<file path="config.mk">
export PLATFORM = sky130hd
export DESIGN_NAME = spike_rate_decoder
export DESIGN_NICKNAME = d
export VERILOG_FILES = /design/src/rtl/spike_rate_decoder.sv
export SDC_FILE = /design/constraint.sdc
export NUM_CORES = 1
export LEC_CHECK = 0
export BUFFER_PORTS_ARGS = -buffer_cell sky130_fd_sc_hd__buf_2
export CORE_ASPECT_RATIO = 0.6
export CORE_MARGIN = 5
export CORE_UTILIZATION = 30
export DETAILED_ROUTE_END_ITERATION = 7
export SYNTH_ARGS = -nofsm -noshare
export SYNTH_HDL_FRONTEND = slang
export SYNTH_SLANG_ARGS = --single-unit
</file>
<file path="constraint.sdc">
create_clock -name clk -period 2.3 [get_ports clk]
set_input_delay 0.115 -clock clk [delete_from_list [all_inputs] [get_ports clk]]
set_output_delay 0.115 -clock clk [all_outputs]
set_load 0.005 [all_outputs]
</file>
<file path="src/rtl/spike_rate_decoder.sv">
// Spike rate decoder: counts spikes per fixed window and hands the count to a consumer via valid/ready.
// Optional inter-spike-interval output enabled by defining SPIKE_RATE_ISI_EN.
module spike_rate_decoder #(
  parameter int WINDOW_LEN = 256,
  parameter int CNT_W      = 8
) (
  input  logic             clk,
  input  logic             rst,
  input  logic             ena,
  input  logic             clear,
  input  logic             spike,
  output logic [CNT_W-1:0] rate,
  output logic             rate_valid,
  input  logic             rate_ready,
  output logic             overrun,
  output logic [7:0]       isi
);

  localparam int TW = (WINDOW_LEN > 2) ? $clog2(WINDOW_LEN) : 1;
  localparam logic [TW-1:0]    TIMER_LAST = TW'(WINDOW_LEN - 1);
  localparam logic [TW-1:0]    TIMER_ONE  = TW'(1);
  localparam logic [CNT_W-1:0] CNT_MAX    = '1;
  localparam logic [CNT_W-1:0] CNT_ONE    = CNT_W'(1);

  typedef enum logic [0:0] {
    EMPTY = 1'b0,
    FULL  = 1'b1
  } state_t;

  state_t           state;
  state_t           state_nxt;
  logic [TW-1:0]    timer;
  logic [TW-1:0]    timer_nxt;
  logic [CNT_W-1:0] count;
  logic [CNT_W-1:0] count_nxt;
  logic [CNT_W-1:0] final_cnt;
  logic [CNT_W-1:0] rate_r;
  logic             overrun_r;
  logic             win_close;
  logic             rate_load;
  logic             overrun_set;

  // Window timer and saturating spike count; the closing cycle's spike is folded into final_cnt.
  always_comb begin
    win_close = ena && (timer == TIMER_LAST);
    final_cnt = count;
    if (spike && (count != CNT_MAX)) begin
      final_cnt = count + CNT_ONE;
    end else begin
      final_cnt = count;
    end
    timer_nxt = timer;
    count_nxt = count;
    if (win_close) begin
      timer_nxt = '0;
      count_nxt = '0;
    end else if (ena) begin
      timer_nxt = timer + TIMER_ONE;
      count_nxt = final_cnt;
    end else begin
      timer_nxt = timer;
      count_nxt = count;
    end
  end

  // Result holding FSM: a close while FULL loads only if the consumer accepts on that same edge.
  always_comb begin
    state_nxt   = state;
    rate_load   = 1'b0;
    overrun_set = 1'b0;
    case (state)
      EMPTY: begin
        if (win_close) begin
          state_nxt = FULL;
          rate_load = 1'b1;
        end else begin
          state_nxt = EMPTY;
        end
      end
      FULL: begin
        if (win_close) begin
          state_nxt = FULL;
          if (rate_ready) begin
            rate_load = 1'b1;
          end else begin
            overrun_set = 1'b1;
          end
        end else if (rate_ready) begin
          state_nxt = EMPTY;
        end else begin
          state_nxt = FULL;
        end
      end
      default: begin
        state_nxt = EMPTY;
      end
    endcase
  end

  // State, counters and result registers with async reset and synchronous clear.
  always_ff @(posedge clk or posedge rst) begin
    if (rst) begin
      state     <= EMPTY;
      timer     <= '0;
      count     <= '0;
      rate_r    <= '0;
      overrun_r <= 1'b0;
    end else if (clear) begin
      state     <= EMPTY;
      timer     <= '0;
      count     <= '0;
      rate_r    <= '0;
      overrun_r <= 1'b0;
    end else begin
      state     <= state_nxt;
      timer     <= timer_nxt;
      count     <= count_nxt;
      rate_r    <= rate_load ? final_cnt : rate_r;
      overrun_r <= overrun_r | overrun_set;
    end
  end

  assign rate       = rate_r;
  assign rate_valid = (state == FULL);
  assign overrun    = overrun_r;

`ifdef SPIKE_RATE_ISI_EN
  logic [7:0] isi_cnt;
  logic [7:0] isi_r;
  logic [7:0] isi_cnt_inc;

  assign isi_cnt_inc = (isi_cnt == 8'hFF) ? 8'hFF : (isi_cnt + 8'd1);

  // Inter-spike interval: a spike captures the cycles since the previous spike, counting itself.
  always_ff @(posedge clk or posedge rst) begin
    if (rst) begin
      isi_cnt <= 8'd0;
      isi_r   <= 8'd0;
    end else if (clear) begin
      isi_cnt <= 8'd0;
      isi_r   <= 8'd0;
    end else if (ena && spike) begin
      isi_cnt <= 8'd0;
      isi_r   <= isi_cnt_inc;
    end else if (ena) begin
      isi_cnt <= isi_cnt_inc;
      isi_r   <= isi_r;
    end else begin
      isi_cnt <= isi_cnt;
      isi_r   <= isi_r;
    end
  end

  assign isi = isi_r;
`else
  assign isi = 8'd0;
`endif

endmodule

</file>
==> flow_metrics.tcl <==
set metrics [dict create \
    outcome "finished, final reports clean" \
    synth_edf_count 0 \
    fin_ws_ns 0.325 \
    insertedDiodeCount 0 \
    grt_pass1_vias 1040 \
    cts_tree "built" \
    tightest_slew_ns 0.509 \
    htreeDepth 1 \
    crit_arrival_ns 2.16 \
    power.internal_mw 0.711 \
    rrSetupSlack_ns 0.32 \
    ctsResizeCount 0 \
    clk_pin_slew_ns 0.09 \
    gp_congestion 0.803 \
    cts_buffers 3 \
    drtPass1Iterations 4 \
    routed_wl_mm 3.16 \
    vias 1115 \
    synthToLayoutAreaGrowth_pct 11.6 \
    p_switching_mw 0.201 \
    maxSlewViolCount 0 \
    die_w_um 99.3 \
    setup_viol 0 \
    fp.dieArea_um2 6310 \
    yosysWarnings 0 \
    worstPathMaxFanout 12 \
    synth_largest_area_cell "dfrtp_1" \
    skew_ns 0.0102 \
    async_flop_share 1.00 \
    grt_first_pass_wirelength_mm 5.42 \
    nNetsFinal 172 \
    powerDensity_nw_per_um2 570 \
    wl_per_cell_um 14.0 \
    multi_input_area_um2 697 \
    numClockSinks 26 \
    end_kind "register" \
    coreArea_um2 4590 \
    startpoint_type "register" \
    overflow 0 \
    fp-row-count 19 \
    required_ns 2.48 \
    seqCellArea_um2 651 \
    relSlewSlack 0.661 \
    ios 24 \
    clkLatencyLatePin_ns 0.28 \
    detail_route.vias_per_cell 4.93 \
    max_freq_mhz 506 \
    power.share.clock 0.430 \
    timing.final.crit_share 0.859 \
    track_usage 0.108 \
    yosys.area.top_type_share 0.453 \
    seq_area_frac_synth 0.453 \
    fillers 477 \
    vdd_ir_drop_max_mv 0.237 \
    clockRootBuffer "clkbuf_8" \
    ant_nets 0 \
    switching_share 0.221 \
    grt_max_degree 30 \
    synth.avg_cell_area_um2 9.57 \
    portBuffers 15 \
    synthDistinctLibCells 38 \
    maxCapViolCount 0 \
    syn_inst 150 \
    start_util 0.313 \
    rsz0062_at_grt "false" \
    ys.flop_type "dfrtp_1" \
    hold_viol_final 0 \
    power_frac_comb 0.059 \
    die_y_um 63.6 \
    pre_cts_ws_ns 0.321 \
    layout-drive-gt1-share 0.135 \
    hpwl_mm 2.17 \
    path_class "reg2reg" \
    cts_buffer_depth 2 \
    finalSetupTns_ns 0 \
    antenna_found_initial 0 \
    post-route-min-period_ns 1.98 \
    p_seq_frac 0.511 \
    synth_area_leaders "dfrtp_1 45%, buf_4 4.2%, nor2_1 3.9%" \
    power.leakage_nw 0.685 \
    hold_path.class "in2reg" \
    synth_seq_cells 26 \
    fin_cells 226 \
    drtIter0Drc 55 \
    remaining_drc_errors 0 \
    dp.cells 221 \
    synth_area_um2 1440 \
]
[per-layer routing]
layer | share of wire | track usage
met5 | 0 | 0
met4 | 0.0032 | 0.0153
met3 | 0.046 | 0.0320
met2 | 0.40 | 0.141
met1 | 0.55 | 0.171
[worst max-delay path: stages, from the launching register on]
cell,delay (ns)
dfrtp_1,0.42
ha_1,0.19
and3_1,0.29
and4b_1,0.53
nand2b_1,0.21
o32ai_1,0.24
[stage by stage]
step	power, mW	util	hold slack (ns)	instance area, um2
2_1_floorplan	0.521	-	0.155	1460
3_3_place_gp	0.528	0.331	0.193	1520
3_5_place_dp	0.528	0.331	0.205	1520
4_1_cts	0.925	0.349	0.131	1600
5_1_grt	0.956	0.349	0.159	1600
6_report	0.912	0.349	0.133	1600
[layout make-up]
cell class	count	area share
tap	63	0.0492
sequential	26	0.406
timing repair buffer	17	0.0578
clock inverter	1	0.0187
clock buffer	3	0.0258
multi-input combinational	113	0.435
inverter	3	0.00703
[logic make-up after synthesis]
family | Yosys count | share of synthesized area
AO/OA/AOI/OAI | 37 | 0.170
XOR/XNOR | 7 | 0.0427
adder cells (fa/ha/maj) | 2 | 0.0174
buffers and inverters | 18 | 0.0793
flip-flops | 26 | 0.453
multiplexers | 3 | 0.0218
other | 1 | 0.00261
AND/OR/NAND/NOR | 56 | 0.213
[layout by cell type (no fill, tap or decap), drive strengths merged, types with 4 or more instances in the layout]
cell type   n
nor2       15
nor3        5
buf        16
nand4       5
nand2       7
a21oi      11
conb        8
xor2        5
and4        4
a31oi       4
o211ai      4
dfrtp      26
nand2b      5
nand3       4
[power groups by stage]
| stage | Clock (mW) | Combinational, mW | Sequential, mW |
|---|---|---|---|
| final | 0.392 | 0.0536 | 0.466 |
| after global routing | 0.426 | 0.0620 | 0.468 |
| after CTS | 0.404 | 0.0548 | 0.467 |
| after detailed placement | 0 | 0.0530 | 0.475 |
| after global placement | 0 | 0.0531 | 0.475 |
| after floorplan | 0 | 0.0468 | 0.474 |
[what timing repair did]
item / in CTS / in global routing
buffers inserted: 0 / 0
hold buffers: 1 / 0
hold endpoints to repair: 26 / 0
[sequential cells by signal, summed over array words and instances (netlist names)]
name	count
count	8
rate	8
timer	8
overrun	1
rate_valid	1
[path summary, 6_finish.rpt]
kind | from | endpoint | depth (start not counted)
max | timer[0] | rate[2] | 5
min | rate_ready | rate_valid | 4
max in group asynchronous | rst | count[2] | 4
max reg2reg | timer[0] | rate[2] | 5
min in group asynchronous | rst | timer[3] | 4
min reg2reg | rate[6] | rate[6] | 1
[synthesized netlist by cell type (5+ instances only)]
library cell / instances
nor2_1: 15
nand2_1: 7
nor3_1: 5
dfrtp_1: 26
buf_4: 8
xor2_1: 5
a21oi_1: 11
nand4_1: 5
nand2b_1: 5
Power figures use the tool's default switching activity.
